File: src/rtl/round_robin_arbiter4_pkg.sv
// Shared arbiter definitions: state encoding, owner index width and one-hot helper.
// Reused by the 4-way arbiter and later N-way arbiters.
package round_robin_arbiter4_pkg;

  localparam int unsigned ArbWays   = 4;
  localparam int unsigned ArbOwnerW = 2;

  typedef logic [ArbOwnerW-1:0] arb_owner_t;

  typedef enum logic [0:0] {
    StIdle,
    StBusy
  } arb_state_e;

  function automatic logic [ArbWays-1:0] arb_onehot(input arb_owner_t idx);
    logic [ArbWays-1:0] v;
    v      = '0;
    v[idx] = 1'b1;
    return v;
  endfunction

endpackage

File: src/rtl/rotate_priority4.sv
// Combinational search for the first asserted request starting at ptr and
// wrapping through ptr+1, ptr+2, ptr+3 (mod 4).
module rotate_priority4
  import round_robin_arbiter4_pkg::*;
(
  input  logic [3:0] i_request,
  input  arb_owner_t i_ptr,
  output logic       o_found,
  output arb_owner_t o_index
);

  logic [7:0] w_dbl;
  logic [3:0] w_rot;
  arb_owner_t w_off;

  // Doubling the vector turns the wrap-around into a plain slice.
  assign w_dbl = {i_request, i_request};
  assign w_rot = w_dbl[i_ptr +: 4];

  always_comb begin
    w_off = 2'd0;
    if (w_rot[0])      w_off = 2'd0;
    else if (w_rot[1]) w_off = 2'd1;
    else if (w_rot[2]) w_off = 2'd2;
    else               w_off = 2'd3;
  end

  assign o_found = |i_request;
  assign o_index = i_ptr + w_off;

endmodule

File: src/rtl/round_robin_arbiter4.sv
// 4-way round-robin arbiter with registered one-hot grants, zero-bubble handover
// on release and optional timeout preemption of a long-holding owner.
module round_robin_arbiter4
  import round_robin_arbiter4_pkg::*;
#(
  parameter int unsigned timeout = 0,
  parameter int unsigned cwidth  = 8
) (
  input  logic       clk,
  input  logic       rst_x,
  input  logic       i_request0,
  input  logic       i_request1,
  input  logic       i_request2,
  input  logic       i_request3,
  output logic       o_grant0,
  output logic       o_grant1,
  output logic       o_grant2,
  output logic       o_grant3,
  output logic       o_valid,
  output logic [1:0] o_owner,
  output logic       o_preempt
);

  localparam bit              TimeoutEn   = (timeout != 0);
  localparam logic [cwidth-1:0] TimeoutLast = cwidth'((timeout == 0) ? 0 : timeout - 1);
  localparam logic [cwidth-1:0] CntMax      = '1;

  arb_state_e        r_state;
  arb_owner_t        r_ptr;
  arb_owner_t        r_owner;
  logic [cwidth-1:0] r_cnt;
  logic [3:0]        r_grant;
  logic              r_valid;
  logic              r_preempt;

  logic [3:0] w_req;
  logic [3:0] w_next_req;
  logic       w_owner_req;
  logic       w_timeout_hit;
  arb_owner_t w_next_ptr;
  logic       w_idle_found;
  arb_owner_t w_idle_idx;
  logic       w_next_found;
  arb_owner_t w_next_idx;

  assign w_req         = {i_request3, i_request2, i_request1, i_request0};
  assign w_owner_req   = w_req[r_owner];
  assign w_next_ptr    = r_owner + 2'd1;
  // Owner is masked so a handover can never land back on it.
  assign w_next_req    = w_req & ~arb_onehot(r_owner);
  assign w_timeout_hit = TimeoutEn && (r_cnt == TimeoutLast);

  rotate_priority4 u_search_idle (
    .i_request (w_req),
    .i_ptr     (r_ptr),
    .o_found   (w_idle_found),
    .o_index   (w_idle_idx)
  );

  rotate_priority4 u_search_next (
    .i_request (w_next_req),
    .i_ptr     (w_next_ptr),
    .o_found   (w_next_found),
    .o_index   (w_next_idx)
  );

  always_ff @(posedge clk or negedge rst_x) begin
    if (!rst_x) begin
      r_state   <= StIdle;
      r_ptr     <= '0;
      r_owner   <= '0;
      r_cnt     <= '0;
      r_grant   <= '0;
      r_valid   <= 1'b0;
      r_preempt <= 1'b0;
    end else begin
      r_preempt <= 1'b0;
      unique case (r_state)
        StIdle: begin
          r_cnt <= '0;
          if (w_idle_found) begin
            r_state <= StBusy;
            r_grant <= arb_onehot(w_idle_idx);
            r_owner <= w_idle_idx;
            r_valid <= 1'b1;
          end
        end
        StBusy: begin
          if (!w_owner_req || w_timeout_hit) begin
            r_cnt <= '0;
            if (w_next_found) begin
              r_grant   <= arb_onehot(w_next_idx);
              r_owner   <= w_next_idx;
              r_ptr     <= w_next_ptr;
              // A release that coincides with timeout is still a release.
              r_preempt <= w_owner_req;
            end else if (!w_owner_req) begin
              r_state <= StIdle;
              r_grant <= '0;
              r_owner <= '0;
              r_valid <= 1'b0;
              r_ptr   <= w_next_ptr;
            end
          end else if (r_cnt != CntMax) begin
            r_cnt <= r_cnt + cwidth'(1);
          end
        end
        default: r_state <= StIdle;
      endcase
    end
  end

  assign o_grant0  = r_grant[0];
  assign o_grant1  = r_grant[1];
  assign o_grant2  = r_grant[2];
  assign o_grant3  = r_grant[3];
  assign o_valid   = r_valid;
  assign o_owner   = r_owner;
  assign o_preempt = r_preempt;

endmodule

File: config.mk
export PLATFORM = sky130hd
export DESIGN_NAME = round_robin_arbiter4
export DESIGN_NICKNAME = d
export VERILOG_FILES = /design/src/rtl/round_robin_arbiter4_pkg.sv /design/src/rtl/rotate_priority4.sv /design/src/rtl/round_robin_arbiter4.sv
export SDC_FILE = /design/constraint.sdc
export NUM_CORES = 1
export LEC_CHECK = 0
export ABC_AREA = 1
export CORE_AREA = 4 4 49 51
export DETAILED_ROUTE_END_ITERATION = 16
export DIE_AREA = 0 0 53 55
export PLACE_DENSITY = 0.74
export SLEW_MARGIN = 20
export SYNTH_ARGS = -nofsm -noshare
export SYNTH_HDL_FRONTEND = slang
export SYNTH_SLANG_ARGS = --single-unit
File: constraint.sdc
create_clock -name clk -period 4.4 [get_ports clk]
set_clock_uncertainty 0.2 [all_clocks]
set_input_delay 1.32 -clock clk [delete_from_list [all_inputs] [get_ports clk]]
set_output_delay 1.32 -clock clk [all_outputs]
set_load 0.05 [all_outputs]
==> flow_summary.toml <==
[status]
status = "finished clean"

[detailed_routing]
drt-pass1-iter-count = 4
drt_iter0_markers = 24
vias = 951
drc_errors = 0
ant_nets = 0
viasPerCell = 5.03
routed_wl_um = 2010
avgRoutedWirePerCell_um = 10.6

[setup_path]
worst_path_dominant_cell_family = "buffers and inverters"
criticalPathCategory = "reg2out"
reg2reg_slack_ps = 1580
max_stage_delay_ps = 890
critPathSlowestCell = "clkdlybuf4s50_1"
worstSetupStartpointType = "register"
path_buf_inv = 1
crit_chain = "clkdlybuf4s50_1"
crit_required_ps = 2880
crit_path_max_fanout = 16
worstPathArrival_ps = 1790
cp-end-kind = "output port"

[synth]
postSynthCellCount = 149
synth_seq_cells = 10
synthTopCellsByArea = "dfrtp_1 (26%), nand2_1 (17%), nand3_1 (8.7%)"
synth_fa_ha_area_share_pct = 7.67
synth_top_area_cell = "dfrtp_1"
synth_common_cells = "nand2_1 (44), inv_1 (21), nand3_1 (17)"
synth.top_cell.area_share_pct = 25.6
synth_edf_count = 0
synth_compound_area_share_pct = 10.2
synth_mux_area_share_pct = 0
yosys_warnings = 0
synth_area_per_cell_um2 = 6.57
ys_seq_area_share_pct = 25.6
synth_cell_type_count = 26
syn_area_um2 = 978
synth_xor_area_share_pct = 0
ys.flop_type = "dfrtp_1"
synth_most_common_cell = "nand2_1"
syn_nets = 161
synth_top_family_by_area = "simple AND/OR/NAND/NOR gates"
synth_simple_gate_area_share_pct = 44.6
async_flop_share_pct = 100

[timing]
setup_ws_ps = 1090
tns_ps = 0
hold_viol_final = 0
max_slew_margin_pct = 66.6
fin_hold_ws_ps = 283
fin_crit_ps = 3310
final_max_slew_viol_count = 0
min_period_over_period_pct = 75.3
rsz0062_at_grt = "no"
setup_viol = 0
max_clock_freq_mhz = 302
worst_pin_slew_ps = 499

[layout]
area_growth_pct = 16.8
multi_input_area_um2 = 616
n_antenna_cell = 0
nets = 175
fillCellCount = 188
final-seq-area_um2 = 250
drive_above_1_share_pct = 13.0
post_layout_nonfiller_instances = 189

[placement]
place_congestion = 0.874
port_buffers = 12
place_ws_ps = 881
hpwlAfterDp_um = 1640
dpl.cell_count = 185

[clocking]
clk_pin_slew_ps = 70
root_buffer = "clkbuf_4"
cts_buffers = 3
h-tree-depth = 1
cts_hold_buf = 0
clock_latency_ps = 260
cts_resized = 0
cts_setup_buffers = 0
cts_num_sinks = 10
cts_tree = "done"
clock_path_buffers = 2

[global_route]
grt_max_degree = 17
overflow = 0
grt_usage_pct = 16.4
grt_pass1_wl_um = 3520
grt_pass1_vias = 836
antenna_found_initial = 0

[floorplanning]
initial_core_util_pct = 50.4
die_area_um2 = 2920
die_w_um = 53
io_pins = 14
core_area_um2 = 1940
dieHeight_um = 55
rows = 16

[run]
maxCapViolations = 0

[hold_path]
min_path_type = "reg2reg"
final cells by class:
class / count / area share (%)
inverters: 23 / 7.56
flip-flops and latches: 10 / 21.9
well taps: 27 / 2.96
repair buffers: 12 / 10.5
multi-input cells: 113 / 53.9
clock buffers: 4 / 3.18
registers in the layout (all words and copies together) (netlist names):
signal,flops
r_state,1
o_valid,1
r_grant,4
o_owner,2
r_ptr,2
metal layers:
layer,vias up,share of wire [%],GRT usage [%]
met5,-,0,0
met4,0,0.70,4.26
met3,2,4.0,4.02
met2,19,50,27.7
met1,427,45,20.9
li1,503,-,-
path summary, 6_finish.rpt:
kind	startpoint	cells past startpoint	to
min	r_grant[3]	2	r_grant[3]
max reg2reg	o_owner[0]	13	r_grant[3]
min reg2reg	r_grant[3]	2	r_grant[3]
max	o_owner[0]	1	o_owner[0]
min in group asynchronous	rst_x	1	r_grant[0]
max in group asynchronous	rst_x	1	o_owner[0]
logic make-up after synthesis:
logic type / after synthesis
AO/OA/AOI/OAI: 17
adder cells (fa/ha/maj): 6
buffers and inverters: 26
flip-flops: 10
other: 1
AND/OR/NAND/NOR: 89
metrics by stage:
| stage | instance area, µm² | utilization [%] |
|---|---|---|
| 2_1_floorplan | 978 | - |
| 3_3_place_gp | 1110 | 57.0 |
| 3_5_place_dp | 1110 | 57.0 |
| 4_1_cts | 1140 | 58.8 |
| 5_1_grt | 1140 | 58.8 |
| 6_report | 1140 | 58.8 |
placed cells by master, fill, tap and decap left out, drive strengths merged:
cell           count
ha                 6
o41ai              1
nand2             52
o22ai              1
nor2              12
dfrtp             10
a21oi              4
nand3             20
inv               23
clkbuf             4
nor3               2
clkdlybuf4s50     12
o21ai             10
nand4              3
o21a               1
conb               1
Power is left out: the tool's default activity adds up to more than one toggle a clock period on the data nets, which glitch-free logic cannot reach.
